### src/rtl/lcd_show_char_if.sv
// rtl/lcd_show_char_if.sv - pixel write bus between the glyph renderer and the LCD write engine
interface lcd_show_char_if;
  logic        wr_req;
  logic        wr_ready;
  logic [8:0]  wr_x;
  logic [8:0]  wr_y;
  logic [15:0] wr_color;

  modport master (output wr_req, wr_x, wr_y, wr_color, input wr_ready);
  modport slave  (input wr_req, wr_x, wr_y, wr_color, output wr_ready);
endinterface

### src/rtl/lcd_show_char.sv
// rtl/lcd_show_char.sv - renders CHAR_NUM glyphs from the font ROM as RGB565 pixel writes
module lcd_show_char #(
  parameter int unsigned CHAR_NUM    = 66,
  parameter logic [15:0] FG_COLOR    = 16'hFFFF,
  parameter logic [15:0] BG_COLOR    = 16'h0000,
  parameter int unsigned FONT12_BASE = 1520,
  parameter int unsigned GAP_CYCLES  = 2
) (
  input  logic            sys_clk,
  input  logic            sys_rst,
  input  logic            show_char_flag,
  input  logic            en_size,
  input  logic [6:0]      ascii_num,
  input  logic [8:0]      start_x,
  input  logic [8:0]      start_y,
  output logic [10:0]     rom_addr,
  input  logic [7:0]      rom_data,
  lcd_show_char_if.master wr,
  output logic            show_char_done,
  output logic            busy
);

  localparam int CW = $clog2(CHAR_NUM + 1);
  localparam int GW = (GAP_CYCLES > 1) ? $clog2(GAP_CYCLES) : 1;

  typedef enum logic [2:0] {
    S_IDLE, S_LATCH, S_FETCH, S_ROMWAIT, S_PIXEL, S_DONE, S_GAP
  } state_t;

  state_t      state_q, state_d;
  logic        busy_q, busy_d;
  logic [6:0]  ascii_q, ascii_d;
  logic [8:0]  x0_q, x0_d;
  logic [8:0]  y0_q, y0_d;
  logic        size_q, size_d;
  logic [3:0]  last_row_q, last_row_d;
  logic [2:0]  last_col_q, last_col_d;
  logic [3:0]  row_q, row_d;
  logic [2:0]  col_q, col_d;
  logic [7:0]  shreg_q, shreg_d;
  logic [10:0] rom_addr_q, rom_addr_d;
  logic [CW-1:0] glyph_q, glyph_d;
  logic [GW-1:0] gap_q, gap_d;

  // Word address of one glyph row; the 6x12 table sits above the 8x16 one.
  function automatic logic [10:0] font_addr(input logic size, input logic [6:0] code,
                                            input logic [3:0] row);
    logic [11:0] a;
    if (size) a = {1'b0, code, 4'b0000} + {8'd0, row};
    else      a = 12'(FONT12_BASE) + 12'(code) * 12'd12 + {8'd0, row};
    return a[10:0];
  endfunction

  always_comb begin
    state_d        = state_q;
    busy_d         = busy_q;
    ascii_d        = ascii_q;
    x0_d           = x0_q;
    y0_d           = y0_q;
    size_d         = size_q;
    last_row_d     = last_row_q;
    last_col_d     = last_col_q;
    row_d          = row_q;
    col_d          = col_q;
    shreg_d        = shreg_q;
    rom_addr_d     = rom_addr_q;
    glyph_d        = glyph_q;
    gap_d          = gap_q;
    show_char_done = 1'b0;
    wr.wr_req      = 1'b0;
    wr.wr_x        = 9'd0;
    wr.wr_y        = 9'd0;
    wr.wr_color    = 16'd0;

    case (state_q)
      S_IDLE: begin
        if (show_char_flag) begin
          state_d = S_LATCH;
          busy_d  = 1'b1;
        end
      end
      S_LATCH: begin
        ascii_d    = ascii_num;
        x0_d       = start_x;
        y0_d       = start_y;
        size_d     = en_size;
        last_row_d = en_size ? 4'd15 : 4'd11;
        last_col_d = en_size ? 3'd7 : 3'd5;
        row_d      = 4'd0;
        col_d      = 3'd0;
        rom_addr_d = font_addr(en_size, ascii_num, 4'd0);
        state_d    = S_FETCH;
      end
      S_FETCH: begin
        state_d = S_ROMWAIT;
      end
      S_ROMWAIT: begin
        // Codes past '~' have no glyph in the table; draw them blank.
        shreg_d = (ascii_q > 7'd94) ? 8'h00 : rom_data;
        state_d = S_PIXEL;
      end
      S_PIXEL: begin
        wr.wr_req   = 1'b1;
        wr.wr_x     = x0_q + {6'd0, col_q};
        wr.wr_y     = y0_q + {5'd0, row_q};
        wr.wr_color = shreg_q[7] ? FG_COLOR : BG_COLOR;
        if (wr.wr_ready) begin
          if (col_q != last_col_q) begin
            col_d   = col_q + 3'd1;
            shreg_d = {shreg_q[6:0], 1'b0};
          end else begin
            col_d = 3'd0;
            if (row_q != last_row_q) begin
              row_d      = row_q + 4'd1;
              rom_addr_d = font_addr(size_q, ascii_q, row_q + 4'd1);
              state_d    = S_FETCH;
            end else begin
              state_d = S_DONE;
            end
          end
        end
      end
      S_DONE: begin
        show_char_done = 1'b1;
        glyph_d        = glyph_q + CW'(1);
        gap_d          = '0;
        state_d        = S_GAP;
      end
      S_GAP: begin
        // Upstream needs these cycles to present the next code and position.
        if (gap_q == GW'(GAP_CYCLES - 1)) begin
          if (glyph_q == CW'(CHAR_NUM)) begin
            glyph_d = '0;
            busy_d  = 1'b0;
            state_d = S_IDLE;
          end else begin
            state_d = S_LATCH;
          end
        end else begin
          gap_d = gap_q + GW'(1);
        end
      end
      default: begin
        state_d = S_IDLE;
      end
    endcase
  end

  always_ff @(posedge sys_clk) begin
    if (sys_rst) begin
      state_q    <= S_IDLE;
      busy_q     <= 1'b0;
      ascii_q    <= 7'd0;
      x0_q       <= 9'd0;
      y0_q       <= 9'd0;
      size_q     <= 1'b0;
      last_row_q <= 4'd0;
      last_col_q <= 3'd0;
      row_q      <= 4'd0;
      col_q      <= 3'd0;
      shreg_q    <= 8'd0;
      rom_addr_q <= 11'd0;
      glyph_q    <= '0;
      gap_q      <= '0;
    end else begin
      state_q    <= state_d;
      busy_q     <= busy_d;
      ascii_q    <= ascii_d;
      x0_q       <= x0_d;
      y0_q       <= y0_d;
      size_q     <= size_d;
      last_row_q <= last_row_d;
      last_col_q <= last_col_d;
      row_q      <= row_d;
      col_q      <= col_d;
      shreg_q    <= shreg_d;
      rom_addr_q <= rom_addr_d;
      glyph_q    <= glyph_d;
      gap_q      <= gap_d;
    end
  end

  assign rom_addr = rom_addr_q;
  assign busy     = busy_q;

endmodule

### src/flat_wrapper.sv
// flat-port wrapper written by rule: the top's interface ports become plain ports
module lcd_show_char_flat 
#(
  parameter int unsigned CHAR_NUM    = 66,
  parameter logic [15:0] FG_COLOR    = 16'hFFFF,
  parameter logic [15:0] BG_COLOR    = 16'h0000,
  parameter int unsigned FONT12_BASE = 1520,
  parameter int unsigned GAP_CYCLES  = 2
)
  (sys_clk, sys_rst, show_char_flag, en_size, ascii_num, start_x, start_y, rom_addr, rom_data, show_char_done, busy, wr_wr_req, wr_wr_x, wr_wr_y, wr_wr_color, wr_wr_ready);
  lcd_show_char_if wr_i ();
  input  logic sys_clk;
  input  logic sys_rst;
  input  logic show_char_flag;
  input  logic en_size;
  input  logic [6:0] ascii_num;
  input  logic [8:0] start_x;
  input  logic [8:0] start_y;
  output logic [10:0] rom_addr;
  input  logic [7:0] rom_data;
  output logic show_char_done;
  output logic busy;
  output wire logic [$bits(wr_i.wr_req)-1:0] wr_wr_req;
  output wire logic [$bits(wr_i.wr_x)-1:0] wr_wr_x;
  output wire logic [$bits(wr_i.wr_y)-1:0] wr_wr_y;
  output wire logic [$bits(wr_i.wr_color)-1:0] wr_wr_color;
  input wire logic [$bits(wr_i.wr_ready)-1:0] wr_wr_ready;
  assign wr_wr_req = wr_i.wr_req;
  assign wr_wr_x = wr_i.wr_x;
  assign wr_wr_y = wr_i.wr_y;
  assign wr_wr_color = wr_i.wr_color;
  assign wr_i.wr_ready = wr_wr_ready;
  lcd_show_char #(.CHAR_NUM(CHAR_NUM), .FG_COLOR(FG_COLOR), .BG_COLOR(BG_COLOR), .FONT12_BASE(FONT12_BASE), .GAP_CYCLES(GAP_CYCLES)) u_core (.sys_clk(sys_clk), .sys_rst(sys_rst), .show_char_flag(show_char_flag), .en_size(en_size), .ascii_num(ascii_num), .start_x(start_x), .start_y(start_y), .rom_addr(rom_addr), .rom_data(rom_data), .wr(wr_i), .show_char_done(show_char_done), .busy(busy));
endmodule
### config.mk
export PLATFORM = sky130hd
export DESIGN_NAME = lcd_show_char_flat
export DESIGN_NICKNAME = d
export VERILOG_FILES = /design/src/rtl/lcd_show_char_if.sv /design/src/rtl/lcd_show_char.sv /design/src/flat_wrapper.sv
export SDC_FILE = /design/constraint.sdc
export NUM_CORES = 1
export LEC_CHECK = 0
export BUFFER_PORTS_ARGS = -buffer_cell sky130_fd_sc_hd__buf_2
export CORE_ASPECT_RATIO = 1.25
export CORE_MARGIN = 5
export CORE_UTILIZATION = 45
export DETAILED_ROUTE_END_ITERATION = 7
export PLACE_DENSITY_LB_ADDON = 0.1
export SYNTH_ARGS = -nofsm -noshare
export SYNTH_HDL_FRONTEND = slang
export SYNTH_SLANG_ARGS = --single-unit
### constraint.sdc
create_clock -name sys_clk -period 3.8 [get_ports sys_clk]
set_input_delay 0.95 -clock sys_clk [delete_from_list [all_inputs] [get_ports sys_clk]]
set_output_delay 0.95 -clock sys_clk [all_outputs]
set_load 0.1 [all_outputs]
==> reports/metrics.cfg <==
[cts]
cts_buffers=9
path_clk_slew_ps=50
ctsHoldBuffers=0
ctsResizeCount=0
ctsHtreeMaxLevel=3
root_buffer=clkbuf_16
clock_latency_ps=330
cts_tree=done
cts.sinks=63
post-cts-setup-buffers=0
clock_path_buffers=2

[status]
outcome=finished clean

[power]
ir_drop_mv=0.303
power_w=0.00232
p_leak_nw=2.19
power_density_nw_per_um2=463

[final_layout]
fin_cells=733
layout_commonest_cell=buf_2
fin_area_um2=5000
layout_common_cells=buf_2, nand2_1, dfxtp_1
antenna_cells=0
drive_above_1_share=0.203
syn2layout_area_growth_pct=16.1
post-route-util=0.526
final_nets=677

[worst_setup_path]
worstPathRequired_ps=2850
crit_path_cell_trace=ha_1, fa_1, a21o_1, a21oi_1, nor2_1, nand3_1, xor2_1, nor2_1, buf_2
worstPathArrival_ps=2550
crit_slowest_cell=buf_2
cp_num_buf_inv=1
cp_common_cell=nor2_1
worstPathMaxFanout=7
crit_type=flop to output pin
crit_path_end_kind=output pin
cp-start-kind=flop
slowest_delay_ps=430
path_delay_family=adder cells

[routing]
drc=0
num_vias=3854
vias_per_cell=5.26
dr.pass1.iters=4
drt-total-wl_mm=10.6
wl_per_cell_um=14.4
first_iter_violations=159
final_antenna_net_count=0

[grt]
grt_pass1_wl_mm=17.4
grt_max_degree=56
grt_pass1_vias=3648
antenna_found_initial=0
grtUsageTotal=0.183
grt_overflow=0

[timing]
setup-violations-final=0
finalHoldViolCount=0
fin_crit_ps=3500
rsz0062_at_grt=no
clock.fmax_mhz=285
fin_ws_ps=297
max_slew_margin=0.354
timing.final.crit_share=0.922
finClkSkew_ps=5.75
worstMarginPinSlew_ps=967
slew_violations=0

[place]
dp_cells=717
dp_hpwl_mm=7.78
gp_congestion=0.794
port-buffer-count=85
placed_cell_area_um2=4680
pre_cts_slack_ps=418

[yosys]
synthCells=543
synth-seq-cells=63
synth-main-ff-cell=dfxtp_1
avgSynthCellArea_um2=7.94
synth_area_um2=4310
yosysUniqueCellTypes=61
seq_area_frac_synth=0.293
yosys_warnings=0
synth_fp_nets=618
synth_edf_count=0
async_flop_share=0

[floorplanning]
chipHeight_um=119
boundaryPins=86
dieArea_um2=11600
rows=40
core_area_um2=9510
die_w_um=97.5
start_util=0.453

[run]
cap_viol_max_count=0

[hold_path]
hold_path.class=flop to flop

[Yosys cell counts, types with 2 or more instances]
cell type | number | area share
o21ai_1 | 3 | 0.0035
mux2i_1 | 6 | 0.014
or4_1 | 2 | 0.0035
nor4b_1 | 2 | 0.0041
a21oi_2 | 2 | 0.0041
clkbuf_1 | 17 | 0.015
nor3b_1 | 3 | 0.0052
inv_1 | 21 | 0.018
a21oi_4 | 2 | 0.0075
buf_6 | 3 | 0.0078
o21ai_0 | 16 | 0.019
xnor2_1 | 22 | 0.045
nand2b_1 | 3 | 0.0044
o21bai_1 | 2 | 0.0035
fa_1 | 5 | 0.023
buf_4 | 17 | 0.030
ha_1 | 32 | 0.093
or3_1 | 5 | 0.0073
a21o_1 | 6 | 0.010
nand4_1 | 6 | 0.0087
nor2b_1 | 5 | 0.0073
xor2_1 | 19 | 0.039
nor3_1 | 15 | 0.017
a21oi_1 | 60 | 0.070
and2_1 | 5 | 0.0073
a22oi_1 | 2 | 0.0035
nor2_1 | 59 | 0.051
nand3_1 | 6 | 0.0070
or2_1 | 2 | 0.0029
nand2_1 | 72 | 0.063
buf_2 | 3 | 0.0035
a221oi_1 | 7 | 0.014
o211ai_1 | 9 | 0.016
dfxtp_1 | 63 | 0.29
and3_1 | 4 | 0.0058
a31oi_1 | 2 | 0.0029
nand3b_1 | 4 | 0.0070
a211oi_1 | 6 | 0.010
or3_4 | 2 | 0.0052
nor3_2 | 2 | 0.0046
[final timing paths]
| check | startpoint | to | slack, ps | cells past startpoint |
|---|---|---|---|---|
| max | u_core.rom_addr[0] | wr_wr_y[8] | 300 | 9 |
| max reg2reg | u_core.rom_addr[1] | u_core.rom_addr[10] | 790 | 10 |
| min reg2reg | u_core.y0_q[3] | u_core.y0_q[3] | 460 | 2 |
| min | u_core.y0_q[3] | u_core.y0_q[3] | 460 | 2 |
[report_power, final]
group / internal [W] / switching [W]
combinational: 0.000207 / 0.000432
clock: 0.000609 / 0.000291
sequential: 0.000717 / 0.0000617
total: 0.00153 / 0.000784
[per-layer routing]
layer	part of all wire	up-vias	GRT usage
met1	0.46	1782	0.230
met2	0.47	92	0.302
met3	0.057	10	0.0516
li1	-	1970	-
met4	0.013	0	0.0563
met5	0	-	0
[flip-flops by register name (all words and copies together), names as in the netlist]
signal             count
u_core.rom_addr       11
u_core.x0_q            9
u_core.y0_q            9
u_core.shreg_q         8
u_core.ascii_q         7
u_core.glyph_q         7
u_core.col_q           3
u_core.state_q         3
u_core.last_col_q      2
u_core.row_q           2
u_core.busy            1
u_core.gap_q           1
[per-stage QoR]
stage | hold slack [ps] | TNS, ps
3_3_place_gp | 447 | 0
2_1_floorplan | 440 | -606
4_1_cts | 462 | 0
5_1_grt | 483 | 0
3_5_place_dp | 455 | 0
6_report | 460 | 0
[area by class of cell]
cell class              count  area, µm²
inverters                  24       96.3
well taps                 126        158
flip-flops and latches     63       1260
repair buffers             89        455
clock buffers              13        260
fillers                   994       4500
multi-input cells         415       2710
clock inverters             3       65.1
[kinds of logic after synthesis]
logic type      after synthesis  share of synthesized area
simple gates                206                      0.233
compound gates              125                      0.182
buf+inv                      65                     0.0792
flops                        63                      0.293
xor+xnor                     41                     0.0833
fa+ha+maj                    37                      0.116
mux                           6                     0.0139
[worst reg2reg max path: cells and delay by family (launching register included)]
kind | cells | cell delay [ps]
AOI/OAI and AO/OA | 3 | 530
xor gates and xnor gates | 2 | 280
adders and majority gates | 3 | 910
DFF | 1 | 500
and+or+nand+nor | 2 | 660
Note: power is estimated with default switching activity, not from simulation.
